==> src/rtl/nand3_pattern_gen.sv <==
// nand3_pattern_gen: stimulus and checker for a loaded three-input NAND cell.
// Walks A/B/C through a fixed seven-step pattern, holds each step for DWELL
// cycles, and at cycle SETTLE of each step compares the synchronised cell
// outputs (Y, Yld0, Yld1) against ~(A & B & C), accumulating a saturating
// mismatch count.
//
// state    | meaning
// ---------+-------------------------------------------------------------
// ST_IDLE  | after reset; drive 000, wait for Start
// ST_RUN   | stepping through the pattern table, checking once per step
// ST_DONE  | run complete; Done/Pass valid, drive 000, Start restarts
module nand3_pattern_gen #(
  parameter int unsigned DWELL  = 100,
  parameter int unsigned SETTLE = 4
) (
  input  logic       Clock,
  input  logic       nReset,
  input  logic       Start,
  input  logic       Y,
  input  logic       Yld0,
  input  logic       Yld1,
  output logic       A,
  output logic       B,
  output logic       C,
  output logic [2:0] StepIdx,
  output logic       Busy,
  output logic       Done,
  output logic       Pass,
  output logic [7:0] ErrCount
);

  typedef enum logic [1:0] {
    ST_IDLE = 2'd0,
    ST_RUN  = 2'd1,
    ST_DONE = 2'd2
  } state_t;

  localparam logic [15:0] DWELL_LAST = 16'(DWELL - 1);
  localparam logic [15:0] SETTLE_CNT = 16'(SETTLE);
  localparam logic [2:0]  LAST_STEP  = 3'd6;

  // Drive pattern {A,B,C} for each step: walking ones in, then walking zeros.
  function automatic logic [2:0] step_pattern(input logic [2:0] step);
    logic [2:0] abc;
    abc = 3'b000;
    case (step)
      3'd0:    abc = 3'b000;
      3'd1:    abc = 3'b100;
      3'd2:    abc = 3'b110;
      3'd3:    abc = 3'b111;
      3'd4:    abc = 3'b011;
      3'd5:    abc = 3'b001;
      default: abc = 3'b000;
    endcase
    return abc;
  endfunction

  state_t      state_q, state_d;
  logic [15:0] cnt_q, cnt_d;
  logic [2:0]  step_q, step_d;
  logic [2:0]  abc_q, abc_d;
  logic [7:0]  err_q, err_d;
  logic        done_q, done_d;
  logic        pass_q, pass_d;

  logic [2:0]  meta_q;
  logic [2:0]  sync_q;

  logic        expected;
  logic [2:0]  mismatch;
  logic [1:0]  miss_cnt;
  logic [8:0]  err_sum;

  // Two-flop synchronisers for the asynchronous cell outputs {Y, Yld0, Yld1}.
  always_ff @(posedge Clock or negedge nReset) begin
    if (!nReset) begin
      meta_q <= 3'b000;
      sync_q <= 3'b000;
    end else begin
      meta_q <= {Y, Yld0, Yld1};
      sync_q <= meta_q;
    end
  end

  // Mismatch count for the current step; the cell is ideal when all three
  // outputs equal the NAND of the pattern currently being driven.
  always_comb begin
    expected = ~&abc_q;
    mismatch = sync_q ^ {3{expected}};
    miss_cnt = 2'(mismatch[0]) + 2'(mismatch[1]) + 2'(mismatch[2]);
    err_sum  = {1'b0, err_q} + {7'd0, miss_cnt};
  end

  // Sequencer state, dwell counter, drive pattern and result registers.
  always_ff @(posedge Clock or negedge nReset) begin
    if (!nReset) begin
      state_q <= ST_IDLE;
      cnt_q   <= 16'd0;
      step_q  <= 3'd0;
      abc_q   <= 3'b000;
      err_q   <= 8'd0;
      done_q  <= 1'b0;
      pass_q  <= 1'b0;
    end else begin
      state_q <= state_d;
      cnt_q   <= cnt_d;
      step_q  <= step_d;
      abc_q   <= abc_d;
      err_q   <= err_d;
      done_q  <= done_d;
      pass_q  <= pass_d;
    end
  end

  // Next-state logic: start/restart, per-step check, step advance, finish.
  always_comb begin
    state_d = state_q;
    cnt_d   = cnt_q;
    step_d  = step_q;
    abc_d   = abc_q;
    err_d   = err_q;
    done_d  = done_q;
    pass_d  = pass_q;

    case (state_q)
      ST_IDLE, ST_DONE: begin
        if (Start) begin
          state_d = ST_RUN;
          cnt_d   = 16'd0;
          step_d  = 3'd0;
          abc_d   = step_pattern(3'd0);
          err_d   = 8'd0;
          done_d  = 1'b0;
          pass_d  = 1'b0;
        end
      end

      ST_RUN: begin
        // Start is deliberately ignored here: a run is never restarted.
        if (cnt_q == SETTLE_CNT) begin
          err_d = err_sum[8] ? 8'hFF : err_sum[7:0];
        end
        if (cnt_q == DWELL_LAST) begin
          cnt_d = 16'd0;
          if (step_q == LAST_STEP) begin
            state_d = ST_DONE;
            abc_d   = 3'b000;
            done_d  = 1'b1;
            // err_d rather than err_q so a check on the final cycle counts.
            pass_d  = (err_d == 8'd0);
          end else begin
            step_d = 3'(step_q + 3'd1);
            abc_d  = step_pattern(3'(step_q + 3'd1));
          end
        end else begin
          cnt_d = 16'(cnt_q + 16'd1);
        end
      end

      default: begin
        state_d = ST_IDLE;
        cnt_d   = 16'd0;
        step_d  = 3'd0;
        abc_d   = 3'b000;
        err_d   = 8'd0;
        done_d  = 1'b0;
        pass_d  = 1'b0;
      end
    endcase
  end

  assign {A, B, C} = abc_q;
  assign StepIdx   = step_q;
  assign Busy      = (state_q == ST_RUN);
  assign Done      = done_q;
  assign Pass      = pass_q;
  assign ErrCount  = err_q;

endmodule

==> config.mk <==
export PLATFORM = sky130hd
export DESIGN_NAME = nand3_pattern_gen
export DESIGN_NICKNAME = d
export VERILOG_FILES = /design/src/rtl/nand3_pattern_gen.sv
export SDC_FILE = /design/constraint.sdc
export NUM_CORES = 1
export LEC_CHECK = 0
export ABC_AREA = 1
export CAP_MARGIN = 20
export CORE_MARGIN = 1.5
export CORE_UTILIZATION = 45
export CTS_CLUSTER_SIZE = 10
export DETAILED_ROUTE_END_ITERATION = 12
export GPL_TIMING_DRIVEN = 1
export PLACE_DENSITY = 0.65
export SLEW_MARGIN = 40
export SYNTH_ARGS = -nofsm -noshare
export SYNTH_HDL_FRONTEND = slang
export SYNTH_SLANG_ARGS = --single-unit
==> constraint.sdc <==
create_clock -name Clock -period 4.4 [get_ports Clock]
set_input_delay 0.44 -clock Clock [delete_from_list [all_inputs] [get_ports Clock]]
set_output_delay 0.44 -clock Clock [all_outputs]
set_load 0.02 [all_outputs]
==> results of run 1 <==
-- kinds of logic after synthesis --
family / Yosys count
AND/OR/NAND/NOR: 153
buffers and inverters: 49
AO/OA/AOI/OAI: 45
flip-flops: 39
adder cells (fa/ha/maj): 11
XOR/XNOR: 5
-- metrics by stage --
step | power (mW) | hold WS (ns) | worst slack [ns]
after floorplan | 1.11 | 0.144 | 1.56
after global placement | 1.35 | 0.335 | 1.58
after detailed placement | 1.36 | 0.336 | 1.42
after CTS | 1.64 | 0.126 | 1.40
after global routing | 1.77 | 0.136 | 1.09
final | 1.62 | 0.115 | 1.40
-- layout make-up --
type	count	area (µm²)
Timing Repair Buffer	22	218
Inverter	46	173
Sequential cell	39	976
Tap cell	70	87.6
Fill cell	511	2330
Clock inverter	1	7.51
Multi-Input combinational cell	214	1180
Clock buffer	7	96.3
-- per-layer routing --
metal / wire length [µm] / vias to the layer above / part of all wire [%] / track usage [%]
met2: 2450 / 46 / 48 / 32.8
met1: 2360 / 910 / 46 / 28.1
met3: 220 / 5 / 4.3 / 4.10
li1: - / 1014 / - / -
met4: 64 / 0 / 1.3 / 7.94
met5: 0 / - / 0 / 0
-- power by group --
| group | internal [mW] | leakage, nW | switching [mW] | total (mW) |
|---|---|---|---|---|
| clock network | 0.143 | 0.0505 | 0.130 | 0.273 |
| logic | 0.300 | 0.734 | 0.522 | 0.822 |
| registers | 0.438 | 0.509 | 0.0878 | 0.526 |
| total | 0.881 | 1.29 | 0.740 | 1.62 |
-- path summary, 6_finish.rpt --
path / from / end
max: abc_q[0]$_DFFE_PN0P_ / Pass$_DFFE_PN0P_
min: nReset / StepIdx[2]$_DFFE_PN0P_
max reg2reg: abc_q[0]$_DFFE_PN0P_ / Pass$_DFFE_PN0P_
min reg2reg: meta_q[0]$_DFF_PN0_ / sync_q[0]$_DFF_PN0_
max in group asynchronous: nReset / cnt_q[10]$_DFFE_PN0P_
min in group Clock: meta_q[0]$_DFF_PN0_ / sync_q[0]$_DFF_PN0_
-- flip-flops by register name, indices dropped and copies added, names as in the netlist --
| signal | cells |
|---|---|
| meta_q | 3 |
| state_q | 1 |
| sync_q | 3 |
| Done | 1 |
| Pass | 1 |
| ErrCount | 8 |
| abc_q | 3 |
| StepIdx | 3 |
| cnt_q | 16 |
-- cells in the mapped netlist --
cell type | instances | area, µm²
fa_1 | 2 | 40.0
a21oi_1 | 11 | 55.1
nor2_2 | 5 | 31.3
buf_6 | 1 | 11.3
o21ai_1 | 7 | 35.0
ha_1 | 9 | 113
nand3_2 | 1 | 10.0
nand4_1 | 2 | 12.5
o22ai_1 | 3 | 18.8
o211a_1 | 1 | 10.0
xor2_1 | 1 | 8.76
nor2_8 | 1 | 20.0
a22o_1 | 1 | 8.76
nor2_4 | 5 | 56.3
a211oi_1 | 2 | 15.0
o21ai_0 | 12 | 60.1
nand2_4 | 3 | 33.8
nand2_2 | 5 | 31.3
buf_2 | 1 | 5.00
o211ai_1 | 1 | 7.51
a31oi_1 | 1 | 6.26
a21boi_0 | 1 | 7.51
o41ai_1 | 1 | 8.76
inv_1 | 38 | 143
nor2_1 | 36 | 135
nor3_1 | 2 | 10.0
nand2_1 | 72 | 270
dfrtp_1 | 39 | 976
xnor2_1 | 4 | 35.0
clkbuf_1 | 1 | 3.75
inv_2 | 8 | 30.0
o21a_1 | 2 | 15.0
nand3_1 | 21 | 105
o31ai_2 | 2 | 25.0
-- worst max-delay path, cell delays in order (launching register included) --
cell     delay [ns]
dfrtp_1        0.37
nand3_1        0.17
xnor2_1        0.20
fa_1           0.52
inv_1          0.04
ha_1           0.21
fa_1           0.44
nand2_1        0.11
nor2_1         0.05
nand2_1        0.18
inv_1          0.08
nor2_1         0.11
nor2_1         0.05
nor2_1         0.12
nand3_1        0.09
nor2_1         0.09
nand2_1        0.06
nand2_1        0.05
==> impl_metrics.env, run 1 <==
export IMPL_status="completed"
export IMPL_synth_area_per_cell_um2=7.79
export IMPL_die_area_mm2=0.00567
export IMPL_post_cts_resized=0
export IMPL_clk_pin_slew_ns=0.08
export IMPL_fp_coreArea_mm2=0.00507
export IMPL_timing_reg2reg_setup_slack_ns=1.40
export IMPL_fmax_ghz=0.333
export IMPL_grt_max_degree=40
export IMPL_grt_ovfl_total=0
export IMPL_grt_first_pass_wirelength_mm=8.62
export IMPL_drt_iter0_markers=160
export IMPL_chipHeight_um=75.3
export IMPL_cp_arrival_ns=3.24
export IMPL_ios=23
export IMPL_ys_ff_latch=39
export IMPL_synthDistinctLibCells=34
export IMPL_grt_pass1_vias=1793
export IMPL_yosys_area_share_adder_pct=6.49
export IMPL_nets=345
export IMPL_groute_usage_overall_pct=20.7
export IMPL_antenna_found_initial=0
export IMPL_slew_headroom_pct=62.0
export IMPL_io_buffer_count=22
export IMPL_vias=1975
export IMPL_synthSimpleGateAreaFrac_pct=30.4
export IMPL_crit_required_ns=4.64
export IMPL_drc=0
export IMPL_post_cts_buffers=0
export IMPL_synth_xor_area_share_pct=1.86
export IMPL_finalClockSkew_ns=0.00444
export IMPL_firstDrtPassIters=4
export IMPL_hold_path_class="input pin to asynchronous set/reset pin"
export IMPL_syn_inst=302
export IMPL_dpl_hpwl_mm=3.76
export IMPL_final_area_mm2=0.00274
export IMPL_cts_sinks=39
export IMPL_timing_final_hold_violations=0
export IMPL_tritoncts="built"
export IMPL_cp_max_fo=6
export IMPL_dpl_cell_count=391
export IMPL_power_density_mw_per_mm2=591
export IMPL_cts_buffer_depth=2
export IMPL_postPlaceCellArea_mm2=0.00264
export IMPL_drv_cap=0
export IMPL_num_rows=26
export IMPL_p_leak_nw=1.29
export IMPL_hold_buffers=0
export IMPL_synth_warnings=0
export IMPL_cp_end_kind="register"
export IMPL_synth_area_mm2=0.00235
export IMPL_ant_nets=0
export IMPL_r2r_cells=17
export IMPL_synth_seq_area_share_pct=41.5
export IMPL_synth_top_family_by_area="simple AND/OR/NAND/NOR gates"
export IMPL_gp_congestion=0.848
export IMPL_setup_violations=0
export IMPL_fin_util_pct=54.0
export IMPL_antenna_cells=0
export IMPL_synth_nets=319
export IMPL_mostFrequentLayoutCells="nand2_1, dfrtp_1, inv_1"
export IMPL_slew_violations=0
export IMPL_layout_commonest_cell="nand2_1"
export IMPL_rsz0062_at_grt="false"
export IMPL_drive_gt1_share_pct=11.9
export IMPL_avgRoutedWirePerCell_um=12.8
export IMPL_instances_no_fill=399
export IMPL_cts_root_buf="clkbuf_8"
export IMPL_htreeDepth=2
export IMPL_cts_buffers=5
export IMPL_crit_type="register to register"
export IMPL_synth_compound_area_share_pct=11.6
export IMPL_dieWidth_um=75.3
export IMPL_period_needed_ns=3.00
export IMPL_ir_drop_mv=0.409
export IMPL_start_util_pct=46.4
export IMPL_clk_latency_ns=0.29
export IMPL_syn_to_final_growth_pct=16.5
export IMPL_worstMarginPinSlew_ns=0.570
export IMPL_fin_crit_sh_pct=68.2
export IMPL_totalWireLength_mm=5.10
export IMPL_finalSetupTns_ns=0
export IMPL_synthMuxAreaShare_pct=0
export IMPL_via_per_inst=4.95
export IMPL_worst_setup_path_start_kind="register"
(Power assumes the default switching activity.)
==> run 2, diff against run 1 <==
Settings changed: PLACE_DENSITY 0.65 to 0.68.
Clock period 4.4 ns to 2.6 ns, I/O delays scaled along.
==> run 2 against run 1 <==
Against the previous run:
- the flow now finishes with violations (negative setup slack)
- power rose by 78%
- die area did not move
- fmax is 14% higher
- final area is 6.5% higher
- count of clock-buffer cells in the layout shrank 1
- clock power rose by 93%
- worst setup slack got worse by 1.4 ns
- register-to-register slack worse by 1.4 ns
- non-clock buffer count grew 14
- global-route usage is 1.3 points lower
==> impl_metrics.env, run 2 (synthesis gave the netlist of run 1 again) <==
export IMPL_status="finished with violations"
export IMPL_violations="negative setup slack"
export IMPL_clk_pin_slew_ns=0.08
export IMPL_groute_usage_overall_pct=19.4
export IMPL_drc=0
export IMPL_pre_cts_slack_ns=-0.114
export IMPL_die_area_mm2=0.00567
export IMPL_period_needed_ns=2.64
export IMPL_antenna_found_initial=0
export IMPL_avgRoutedWirePerCell_um=12.0
export IMPL_finalClockSkew_ns=0.00445
export IMPL_cts_buffer_depth=2
export IMPL_via_per_inst=4.85
export IMPL_timing_final_hold_violations=0
export IMPL_final_area_mm2=0.00292
export IMPL_drt_iter0_markers=102
export IMPL_dieWidth_um=75.3
export IMPL_grt_ovfl_total=0
export IMPL_slew_headroom_pct=66.5
export IMPL_ios=23
export IMPL_cp_end_kind="register"
export IMPL_nets=359
export IMPL_slew_violations=0
export IMPL_totalWireLength_mm=4.95
export IMPL_regMostFlops="cnt_q"
export IMPL_fmax_ghz=0.379
export IMPL_fin_ws_ns=-0.0395
export IMPL_postPlaceCellArea_mm2=0.00272
export IMPL_mostFrequentLayoutCells="nand2_1, dfrtp_1, inv_1"
export IMPL_hold_path_class="register to register"
export IMPL_io_buffer_count=22
export IMPL_cp_arrival_ns=2.87
export IMPL_fillCellCount=495
export IMPL_fp_coreArea_mm2=0.00507
export IMPL_drive_gt1_share_pct=19.5
export IMPL_start_util_pct=46.4
export IMPL_fin_util_pct=57.5
export IMPL_crit_required_ns=2.83
export IMPL_tritoncts="built"
export IMPL_setup_violations=1
export IMPL_cts_sinks=39
export IMPL_dpl_hpwl_mm=3.73
export IMPL_grt_pass1_vias=1919
export IMPL_grt_first_pass_wirelength_mm=8.34
export IMPL_grt_max_degree=40
export IMPL_instances_no_fill=413
export IMPL_holdWs_ns=0.351
export IMPL_dpl_cell_count=399
export IMPL_num_rows=26
export IMPL_cts_buffers=5
export IMPL_power_density_mw_per_mm2=990
export IMPL_drv_cap=0
export IMPL_worstMarginPinSlew_ns=0.503
export IMPL_layout_commonest_cell="nand2_1"
export IMPL_antenna_cells=0
export IMPL_vias=2004
export IMPL_chipHeight_um=75.3
export IMPL_gp_congestion=0.885
export IMPL_cp_max_fo=6
export IMPL_syn_to_final_growth_pct=24.1
export IMPL_crit_type="register to register"
export IMPL_largest_reg_flops=16
export IMPL_p_leak_nw=1.38
export IMPL_fin_crit_sh_pct=102
export IMPL_ir_drop_mv=0.530
export IMPL_clk_latency_ns=0.29
export IMPL_htreeDepth=2
export IMPL_p_total_mw=2.89
export IMPL_rsz0062_at_grt="true"
export IMPL_finalSetupTns_ns=-0.0395
export IMPL_firstDrtPassIters=4
export IMPL_ant_nets=0
export IMPL_cts_root_buf="clkbuf_8"
export IMPL_worst_setup_path_start_kind="register"
## run 2: final timing paths
| kind | slack (ns) | endpoint | startpoint | cells past startpoint |
|---|---|---|---|---|
| worst max-delay path | -0.04 | Pass$_DFFE_PN0P_ | abc_q[0]$_DFFE_PN0P_ | 17 |
| worst min-delay path | 0.35 | sync_q[2]$_DFF_PN0_ | meta_q[2]$_DFF_PN0_ | 0 |
| worst max register to register | -0.04 | Pass$_DFFE_PN0P_ | abc_q[0]$_DFFE_PN0P_ | 17 |
| worst min register to register | 0.35 | sync_q[2]$_DFF_PN0_ | meta_q[2]$_DFF_PN0_ | 0 |
| max in group asynchronous | 1.74 | abc_q[2]$_DFFE_PN0P_ | nReset | 2 |
| min in group asynchronous | 0.48 | cnt_q[9]$_DFFE_PN0P_ | nReset | 2 |
## run 2: power by group
group | switching [mW] | total, mW | internal, mW
clock network | 0.217 | 0.527 | 0.311
registers | 0.154 | 0.899 | 0.745
logic | 0.900 | 1.47 | 0.566
total | 1.27 | 2.89 | 1.62
## run 2: area by class of cell
class                           instances  area, µm²  area share [%]
Multi-Input combinational cell        214       1230            42.2
Tap cell                               70       87.6            3.00
Clock inverter                          2       35.0            1.20
Inverter                               46        173            5.91
Timing Repair Buffer                   36        329            11.3
Sequential cell                        39        980            33.5
Clock buffer                            6       82.6            2.83
## run 2: layer usage
metal | part of all wire [%] | wire length [µm] | GRT usage, %
met5 | 0 | 0 | 0
met4 | 1.2 | 57 | 5.56
met3 | 3.6 | 176 | 4.10
met2 | 47 | 2310 | 33.6
met1 | 49 | 2400 | 24.6
## run 2: what timing repair did
item                                    4_1_cts  5_1_grt
pin swaps                                     2        5
endpoints found under the hold margin        39        0
resized for setup                             8        5
hold buffers                                  1        0
buffers inserted                              3        2
endpoints found under the setup margin        3        7
## run 2: worst max-delay path: stages, from the launching register on
cell and delay (ns):
dfrtp_2 0.39, nand3_4 0.10, xnor2_2 0.15, fa_1 0.50, inv_1 0.04, ha_2 0.18
fa_2 0.37, nand2_2 0.09, nor2_2 0.04, nand2_2 0.12, inv_2 0.05, nor2_1 0.08
nor2_1 0.05, nor2_1 0.13, nand3_1 0.10, nor2_1 0.09, nand2_1 0.06, nand2_1 0.05
